===== src/rtl/z80_bus_tracer.sv =====
`default_nettype none
// ============================================================================
// z80_bus_tracer : classifies Z80 bus cycles into 32-bit records queued in a
// FIFO drained over valid/ready. Optional TRACER_REFRESH_EN traces refresh.
// Revision: 1.0
// ============================================================================
module z80_bus_tracer #(
  parameter int unsigned DEPTH = 16
) (
  input  logic                     clk,
  input  logic                     reset,
  input  logic                     trace_en,
  input  logic                     m1_n,
  input  logic                     mreq_n,
  input  logic                     iorq_n,
  input  logic                     rd_n,
  input  logic                     wr_n,
  input  logic                     rfsh_n,
  input  logic [15:0]              A,
  input  logic [7:0]               di,
  input  logic [7:0]               dout,
  output logic                     rec_valid,
  output logic [31:0]              rec_data,
  input  logic                     rec_ready,
  output logic [$clog2(DEPTH):0]   level,
  output logic                     overflow,
  output logic [7:0]               drop_count
);

  localparam int unsigned AW = $clog2(DEPTH);
  localparam logic [AW:0] FULL_LEVEL = DEPTH[AW:0];

  localparam logic [2:0] KIND_FETCH  = 3'd0;
  localparam logic [2:0] KIND_MEMRD  = 3'd1;
  localparam logic [2:0] KIND_MEMWR  = 3'd2;
  localparam logic [2:0] KIND_IORD   = 3'd3;
  localparam logic [2:0] KIND_IOWR   = 3'd4;
  localparam logic [2:0] KIND_INTACK = 3'd6;
`ifdef TRACER_REFRESH_EN
  localparam logic [2:0] KIND_REFRESH = 3'd5;
`else
  logic unused_rfsh;
  assign unused_rfsh = rfsh_n;
`endif

  typedef enum logic {S_IDLE = 1'b0, S_ACTIVE = 1'b1} state_t;

  state_t        state_q, state_d;
  logic [2:0]    kind_q, kind_d;
  logic [4:0]    len_q, len_d;
  logic [15:0]   addr_q, addr_d;
  logic [7:0]    data_q, data_d;

  logic [31:0]   mem_q [DEPTH];
  logic [AW-1:0] wr_ptr_q, wr_ptr_d, rd_ptr_q, rd_ptr_d;
  logic [AW:0]   level_q, level_d;
  logic [31:0]   head_q, head_d;
  logic          rec_valid_q, rec_valid_d;
  logic          overflow_q, overflow_d;
  logic [7:0]    drop_count_q, drop_count_d;

  logic          cls_valid;
  logic [2:0]    cls_kind;
  logic [7:0]    cap_data;
  logic          start;
  logic          push_req, push, pop, full, drop;
  logic [31:0]   push_rec;

  // Priority classification of the current strobe sample; first match wins.
  always_comb begin
    cls_valid = 1'b1;
    cls_kind  = KIND_FETCH;
    if (!m1_n && !iorq_n)                cls_kind = KIND_INTACK;
    else if (!m1_n && !mreq_n && !rd_n)  cls_kind = KIND_FETCH;
`ifdef TRACER_REFRESH_EN
    else if (!rfsh_n && !mreq_n)         cls_kind = KIND_REFRESH;
`endif
    else if (!mreq_n && !rd_n)           cls_kind = KIND_MEMRD;
    else if (!mreq_n && !wr_n)           cls_kind = KIND_MEMWR;
    else if (!iorq_n && !rd_n)           cls_kind = KIND_IORD;
    else if (!iorq_n && !wr_n)           cls_kind = KIND_IOWR;
    else                                 cls_valid = 1'b0;
  end

  always_comb begin
    cap_data = 8'h00;
    case (cls_kind)
      KIND_FETCH, KIND_MEMRD, KIND_IORD, KIND_INTACK: cap_data = di;
      KIND_MEMWR, KIND_IOWR:                          cap_data = dout;
      default:                                        cap_data = 8'h00;
    endcase
  end

  assign start    = cls_valid && trace_en;
  assign push_rec = {kind_q, len_q, addr_q, data_q};

  always_comb begin
    state_d  = state_q;
    kind_d   = kind_q;
    len_d    = len_q;
    addr_d   = addr_q;
    data_d   = data_q;
    push_req = 1'b0;
    case (state_q)
      S_IDLE: begin
        if (start) begin
          state_d = S_ACTIVE;
          kind_d  = cls_kind;
          len_d   = 5'd1;
          addr_d  = A;
          data_d  = cap_data;
        end
      end
      S_ACTIVE: begin
        if (cls_valid && (cls_kind == kind_q)) begin
          if (len_q != 5'd31) len_d = len_q + 5'd1;
          data_d = cap_data;
        end else begin
          // Cycle ended: emit it, and chain straight into the next one if any.
          push_req = 1'b1;
          if (start) begin
            kind_d = cls_kind;
            len_d  = 5'd1;
            addr_d = A;
            data_d = cap_data;
          end else begin
            state_d = S_IDLE;
          end
        end
      end
      default: state_d = S_IDLE;
    endcase
  end

  assign pop  = rec_ready && (level_q != '0);
  assign full = (level_q == FULL_LEVEL);
  assign push = push_req && (!full || pop);
  assign drop = push_req && full && !pop;

  always_comb begin
    wr_ptr_d = wr_ptr_q + AW'(push);
    rd_ptr_d = rd_ptr_q + AW'(pop);
    level_d  = level_q;
    case ({push, pop})
      2'b10:   level_d = level_q + 1'b1;
      2'b01:   level_d = level_q - 1'b1;
      default: level_d = level_q;
    endcase
    // The head register must see a record pushed into an empty (or emptying)
    // FIFO directly, since the memory write lands on the same edge.
    if (level_d == '0)                                      head_d = '0;
    else if ((level_q == '0) || (pop && level_q == 1))      head_d = push_rec;
    else if (pop)                                           head_d = mem_q[rd_ptr_d];
    else                                                    head_d = head_q;
    rec_valid_d  = (level_d != '0);
    overflow_d   = overflow_q | drop;
    drop_count_d = (drop && drop_count_q != 8'hFF) ? drop_count_q + 8'd1 : drop_count_q;
  end

  always_ff @(posedge clk) begin
    if (push) mem_q[wr_ptr_q] <= push_rec;
  end

  always_ff @(posedge clk) begin
    if (reset) begin
      state_q      <= S_IDLE;
      kind_q       <= '0;
      len_q        <= '0;
      addr_q       <= '0;
      data_q       <= '0;
      wr_ptr_q     <= '0;
      rd_ptr_q     <= '0;
      level_q      <= '0;
      head_q       <= '0;
      rec_valid_q  <= 1'b0;
      overflow_q   <= 1'b0;
      drop_count_q <= '0;
    end else begin
      state_q      <= state_d;
      kind_q       <= kind_d;
      len_q        <= len_d;
      addr_q       <= addr_d;
      data_q       <= data_d;
      wr_ptr_q     <= wr_ptr_d;
      rd_ptr_q     <= rd_ptr_d;
      level_q      <= level_d;
      head_q       <= head_d;
      rec_valid_q  <= rec_valid_d;
      overflow_q   <= overflow_d;
      drop_count_q <= drop_count_d;
    end
  end

  assign rec_valid  = rec_valid_q;
  assign rec_data   = head_q;
  assign level      = level_q;
  assign overflow   = overflow_q;
  assign drop_count = drop_count_q;

endmodule
`default_nettype wire

===== config.mk =====
export PLATFORM = sky130hd
export DESIGN_NAME = z80_bus_tracer
export DESIGN_NICKNAME = d
export VERILOG_FILES = /design/src/rtl/z80_bus_tracer.sv
export SDC_FILE = /design/constraint.sdc
export NUM_CORES = 1
export LEC_CHECK = 0
export CORE_UTILIZATION = 59
export DETAILED_ROUTE_END_ITERATION = 8
export GPL_TIMING_DRIVEN = 0
export PLACE_DENSITY = 0.77
export SLEW_MARGIN = 40
export SYNTH_ARGS = -nofsm -noshare
export SYNTH_HDL_FRONTEND = slang
export SYNTH_SLANG_ARGS = --single-unit

===== constraint.sdc =====
create_clock -name clk -period 7 [get_ports clk]
set_clock_uncertainty 0.2 [all_clocks]
set_input_delay 1.05 -clock clk [delete_from_list [all_inputs] [get_ports clk]]
set_output_delay 1.05 -clock clk [all_outputs]
set_load 0.05 [all_outputs]

-- Yosys cells after proc, flatten, opt, wreduce, memory -nomap -nowiden
Memory sizes are Yosys's and may differ from the RTL's.
Index checks and enable logic that the tools add are counted.
- register bits after elaboration: 88
- bits in writable memories: 512
- input bits: 42
- output and inout port bits: 47
- word-level logic and storage cells: 104
- memories kept: 1
- memories (name ; depth ; bits a word ; rd ports ; clocked after memory_dff ; wr ports ; RTL line ; RTL):
    mem_q ; 16 ; 32 ; 1 ; 0 ; 1 ; 54 ; logic [31:0] mem_q [DEPTH];
- $add $sub $neg: 6
- eq/ne operators: 14
- multiplexer cells: 36
- bitwise logic cells: 2
- reduce and logical (&&, ||, !) cells: 33
- operator list (cell ; count):
    $mux 32 ; 2
    $mux 16 ; 2
    $pmux 16 s2 ; 1
    $pmux 8 s2 ; 2
    $mux 3 ; 8
    $pmux 5 s2 ; 2
    $mux 8 ; 2
    $logic_and 1x1->1 ; 15
    $mux 5 ; 3
    $mux 1 ; 12
    $add 5x1->5 const B ; 2
    $logic_not 5->1 ; 2
    $reduce_bool 5->1 ; 2
    $add 4x1->4 ; 2
    $add 8x1->8 const B ; 1
    $ne 8x8->1 const B ; 1
    $logic_not 1->1 ; 7
    $eq 3x2->1 const B ; 2
    $eq 3x3->1 const B ; 2
    $pmux 3 s2 ; 1
    $eq 5x1->1 const B ; 1
    $eq 5x5->1 const B ; 1
    $ne 5x5->1 const B ; 1
    $sub 5x1->5 const B ; 1
    14 further kinds ; 16

-- Longest topological paths before layout
- word-level depth: 17
- gate-level depth with buffers: 14
- mapped depth without buffers: 12

-- Worst setup path after synthesis
Ideal clock, no wire load.
- path kind: input to register
- start: input port iorq_n
- end: memory mem_q[0][0] (enable)
- library setup time: 0.461 ns
- arrival time: 4.685 ns
- required time: 6.339 ns
- setup slack: 1.654 ns
- stages on the path: 7
- path buffers: 1
- cells stage by stage: and2_2 or3_1 o311ai_2 o31ai_4 buf_6 or4_1 nor3_1
- cells in the longest elaborated chain, start to end: 15
- elaborated cells on any way between the ends: 23
- those cells by class: eq/ne: 1; mux: 16; reduce/logical: 6
- ends and longest elaborated chain (what ; RTL line ; RTL):
    start: declaration ; 15 ; input logic iorq_n,
    $logic_not 1->1 * ; 73, 80, 81 ;
    $logic_and 1x1->1 ; 81 ; else if (!iorq_n && !wr_n) cls_kind = KIND_IOWR;
    $mux 3 ; 81 ;
    $mux 3 ; 80 ; else if (!iorq_n && !rd_n) cls_kind = KIND_IORD;
    $mux 3 ; 79 ; else if (!mreq_n && !wr_n) cls_kind = KIND_MEMWR;
    $mux 3 ; 78 ; else if (!mreq_n && !rd_n) cls_kind = KIND_MEMRD;
    $mux 3 ; 74 ; else if (!m1_n && !mreq_n && !rd_n) cls_kind = KIND_FETCH;
    $mux 3 ; 73 ; if (!m1_n && !iorq_n) cls_kind = KIND_INTACK;
    $eq 3x3->1 ; 115 ; if (cls_valid && (cls_kind == kind_q)) begin
    $logic_and 1x1->1 * ; 115 ;
    $mux 1 * ; 115 ;
    $mux 1 * ; 104 ; case (state_q)
    $logic_and 1x1->1 * ; 137 ; assign push = push_req && (!full || pop);
    $mux 1 * ; 161 ; if (push) mem_q[wr_ptr_q] <= push_rec;
    $mux 1 (not written as such) * ; 161 ;
    end: declaration ; 54 ;
Every way passes the cells marked *; elsewhere a longest branch is shown, timed or not.

-- Final worst setup path
- start: input port rec_ready
- end: register head_q[17], in the netlist rec_data[17]
- elaborated cells on any way between the ends: 15
- those cells by class: add/sub: 1; eq/ne: 2; mux: 3; reduce/logical: 8; memory: 1
- RTL lines (what ; RTL line ; RTL):
    start: declaration ; 24 ; input logic rec_ready,
    $logic_and 1x1->1 ; 135 ; assign pop = rec_ready && (level_q != '0);
    $add 4x1->4 ; 142 ; rd_ptr_d = rd_ptr_q + AW'(pop);
    named net rd_ptr_d[1] ; 55 ; logic [AW-1:0] wr_ptr_q, wr_ptr_d, rd_ptr_q, rd_ptr_d;
    $mem_v2 16x32 ; n/a ;
    $mux 32 ; 153 ; else if (pop) head_d = mem_q[rd_ptr_d];
    $mux 32 ; 152 ; else if ((level_q == '0) || (pop && level_q == 1)) head_d = push_rec;
    end signal: assignment ; 174 ; head_q <= '0;
    end signal: assignment ; 187 ; head_q <= head_d;
    end: declaration ; 57 ; logic [31:0] head_q, head_d;
The timed path passes the listed nets, and every way through them passes these cells. The select of a mux whose other input is x is not followed.
A chain may end at the register's enable or synchronous reset.

==> metrics.md <==
| Metric | Value |
|---|---|
| CTS Sinks | 600 |
| Fraction of registers with async set/reset | 0% |
| Tightest slew margin relative to the limit | a little over two fifths |
| GRT Total Usage | 29.34% |
| Critical path type | primary input to register |
| DRT Pass-1 Iters | 5 |
| DIE HEIGHT | about 200 um |
| Result of the run | complete, no violations |
| Crit path required time | roughly 7.3 ns |
| Sequential area share after synthesis | between 70% and 80% |
| FF+latch count, synth | 600 |
| Pin count of the biggest net entering global routing | 23 |
| Source of the worst register-to-register timing path | level[0] |
| Buffers on Ports | 86 |
| Final cell area excluding filler cells | 27,810 um^2 |
| H-tree depth reported by CTS | 2 |
| F_max | 201.2 MHz |
| Antenna cell count | 0 |
| Via count | 13,470 |
| Post-placement cell count | 1,974 |
| Pre-CTS setup slack | 1.680 ns |
| Final setup margin | 2.029 ns |
| Post-route clock period utilization | a little under three quarters |
| Library cell occupying the most area in the post-synthesis netlist | sky130_fd_sc_hd__edfxtp_1 |
| Crit path time final | 4.971 ns |
| LEAKAGE | 9.037 nW |
| Final Hold Vio Count | 0 |
| Clock tree root buffer cell | sky130_fd_sc_hd__clkbuf_16 |
| Nets@finish | 1,566 |
| Power density over the cells | 376.7 nW/um^2 |
| Post-route DRC | 0 |
| Clock-pin slew on the worst setup and hold paths | ~0.06 ns |
| Global-route wire length before repair | 86,590 um |
| Count of non-filler cells in the finished layout | 2,078 |
| Initial drt markers | 1,505 |
| Launching instance or port of the critical path | rec_ready |
| Count of instances resized after the clock tree is built | 0 |
| Remaining Overflow, GRT | 0 |
| Worst vdd rail ir drop | between 0.2 and 0.3 mV |
| Area growth from synthesis to final layout | 17.86% |
| Initial core utilization | 60.48% |
| Antenna violations before repair | 0 |
| Fin Setup TNS | 0 ns |
| Tightest Hold Check Type | register to register |
| Kind of end point of the critical path | register |
| Critical path launch point type | primary input |
| Post-CTS repair timing setup buffer count | 0 |
| Post-route ant nets | 0 |
| RSZ-0062 raised after global routing | no |
| Main flop type after synthesis | sky130_fd_sc_hd__edfxtp_1 |
| Vias per Instance | 6.481 |
| Dominant cells by area after synthesis | sky130_fd_sc_hd__edfxtp_1 65%, sky130_fd_sc_hd__mux4_2 12%, sky130_fd_sc_hd__dfxtp_1 7.5%, sky130_fd_sc_hd__nand2_1 2.2%, sky130_fd_sc_hd__a311o_1 1.4% |
| Syn Area/Cell | 17.90 um^2 |
| Proportion of layout cells with a drive suffix above 1 | 22.69% |
| Post-synth design cell area | 23,590 um^2 |
| Count of maximum capacitance violations | 0 |
| Placed instance area | 25,950 um^2 |
| IO Count | between 80 and 90 |
| Distinct cell type count of the synthesized netlist | 57 |
| Share of the synthesized area in the top cell type | 65.17% |
| Count of endpoints failing setup in the final report | 0 |
| Number of cells produced by synthesis | 1,318 |
| Routability congestion estimate | 0.8333 |
| Width of the die | 202.0 um |
| Worst slew pin tran | 0.8702 ns |
| Sum of internal, switching and leakage power | 10.47 mW |
| Total routed wirelength | about 58,000 um |
| Critical Path AT | 5.30 ns |
| Syn Nets | 1,370 |
| DR WL/cell | 27.83 um |
| Insertion delay of the later-clocked pin in the worst-skew pair | roughly 0.60 ns |
| Placeable core region | between 30,000 and 40,000 um^2 |
| Placed wire-length estimate after detailed placement | 37,440 um |
| Total of warnings raised by yosys | 0 |
| Rows | just over 70 |
| TritonCTS buffer count | 56 |
| Vias in the first global route | 13,960 |
| Maximum fanout along the worst path | 10 |
| Number of enable flip-flop cells after synthesis | 512 |
| Pins over their slew limit | 0 |
| Die outline area | 40,790 um^2 |
| CTS Hold Buffers Added | 0 |
| Startpoint of the lowest-slack hold path | overflow |
| TritonCTS clock tree | built |
| Clk buf depth | 3 |
layout by cell type (no fill, tap or decap), types with 10 or more instances in the layout:
cell,count
sky130_fd_sc_hd__a21oi_1,16
sky130_fd_sc_hd__a21oi_2,29
sky130_fd_sc_hd__a311o_1,32
sky130_fd_sc_hd__buf_16,13
sky130_fd_sc_hd__buf_2,27
sky130_fd_sc_hd__buf_4,20
sky130_fd_sc_hd__buf_8,13
sky130_fd_sc_hd__clkbuf_1,64
sky130_fd_sc_hd__clkbuf_16,58
sky130_fd_sc_hd__clkbuf_8,12
sky130_fd_sc_hd__clkdlybuf4s50_1,86
sky130_fd_sc_hd__dfxtp_1,88
sky130_fd_sc_hd__edfxtp_1,512
sky130_fd_sc_hd__ha_1,10
sky130_fd_sc_hd__mux2i_1,27
sky130_fd_sc_hd__mux4_2,128
sky130_fd_sc_hd__nand2_1,139
sky130_fd_sc_hd__nand3_1,40
sky130_fd_sc_hd__nor2_1,56
sky130_fd_sc_hd__nor2_4,12
sky130_fd_sc_hd__nor2b_1,11
sky130_fd_sc_hd__o221ai_1,32
sky130_fd_sc_hd__xnor2_1,12
cell usage after synthesis (5+ instances only):
cell                       count
sky130_fd_sc_hd__nor2_1       68
sky130_fd_sc_hd__o21ai_0       9
sky130_fd_sc_hd__a211oi_1      9
sky130_fd_sc_hd__nor3_1        9
sky130_fd_sc_hd__nand2_1     139
sky130_fd_sc_hd__a21oi_1      16
sky130_fd_sc_hd__edfxtp_1    512
sky130_fd_sc_hd__a311o_1      32
sky130_fd_sc_hd__xnor2_1      13
sky130_fd_sc_hd__inv_1         9
sky130_fd_sc_hd__mux4_2      128
sky130_fd_sc_hd__nor2b_1      11
sky130_fd_sc_hd__a21oi_2      29
sky130_fd_sc_hd__clkbuf_1     51
sky130_fd_sc_hd__buf_6         5
sky130_fd_sc_hd__ha_1         10
sky130_fd_sc_hd__o221ai_1     32
sky130_fd_sc_hd__dfxtp_1      88
sky130_fd_sc_hd__buf_2        19
sky130_fd_sc_hd__mux2i_1      27
sky130_fd_sc_hd__nand3_1      40
sky130_fd_sc_hd__nand2b_1      5
path summary, 6_finish.rpt:
path                                endpoint  slack, ns  cells after the start
worst min register to register      overflow       0.25                      2
worst max-delay path            rec_data[17]       2.03                     13
worst max register to register  rec_data[17]       2.11                     14
worst min-delay path                overflow       0.25                      2
through the flow:
| step | utilization [%] | hold WS, ns |
|---|---|---|
| 6_report | 71.29 | 0.2500 |
| 4_1_cts | 71.26 | 0.2511 |
| 5_1_grt | 71.29 | 0.2721 |
| 3_5_place_dp | 66.52 | 0.2407 |
| 3_3_place_gp | 64.35 | 0.2406 |
| 2_1_floorplan | - | 0.3124 |
flip-flops by register name, summed over array words and instances, names as in the netlist:
name	cells
addr_q	16
rec_valid	1
overflow	1
data_q	8
len_q	5
level	5
drop_count	8
kind_q	3
rec_data	32
rd_ptr_q	4
mem_q	512
wr_ptr_q	4
state_q	1
final cells by class:
cell class,instances,area [um^2]
plain buffers,81,377.9
clock buffers,87,1680
clock inverters,17,167.7
fillers,2315,11200
inverters,9,33.78
multi-input cells,628,6173
flip-flops and latches,600,17140
well taps,518,648.1
repair buffers,138,1589
logic make-up (layout without fill, tap and decap cells):
| logic type | Yosys count | after routing | synth area share, % |
|---|---|---|---|
| flip-flops | 600 | 600 | 72.63 |
| AND/OR/NAND/NOR | 297 | 297 | 5.569 |
| multiplexers | 158 | 158 | 13.57 |
| AO/OA/AOI/OAI | 146 | 146 | 5.266 |
| buffers and inverters | 90 | 332 | 1.724 |
| XOR/XNOR | 17 | 17 | 0.7107 |
| adder cells (fa/ha/maj) | 10 | 10 | 0.5303 |
power breakdown:
| group | leakage [nW] | switching [mW] | internal, mW |
|---|---|---|---|
| clock | 0.910 | 1.27 | 1.76 |
| combinational | 2.74 | 1.91 | 1.45 |
| sequential | 5.39 | 0.111 | 3.97 |
| total | 9.04 | 3.29 | 7.18 |
critical path, cell delays in order:
cell and delay [ns]:
sky130_fd_sc_hd__clkdlybuf4s50_1 0.63, sky130_fd_sc_hd__inv_1 0.13, sky130_fd_sc_hd__nor2_1 0.50, sky130_fd_sc_hd__ha_1 0.29, sky130_fd_sc_hd__ha_1 0.20, sky130_fd_sc_hd__clkbuf_1 0.59
sky130_fd_sc_hd__clkbuf_1 0.70, sky130_fd_sc_hd__mux4_2 0.36, sky130_fd_sc_hd__nand2_1 0.07, sky130_fd_sc_hd__nand3_1 0.14, sky130_fd_sc_hd__o221ai_1 0.15, sky130_fd_sc_hd__a311o_1 0.39
sky130_fd_sc_hd__a21oi_2 0.11
per-layer routing:
metal | global-route usage [%] | up-vias | wire, um | part of all wire, %
met5 | 0 | - | 0 | 0
met4 | 13.12 | 0 | 2610 | 4.5
met3 | 4.934 | 165 | 4792 | 8.3
met2 | 48.42 | 693 | 28770 | 50
met1 | 38.75 | 6929 | 21660 | 37
li1 | - | 5680 | - | -
No activity file was read; power rests on OpenSTA's default activity.
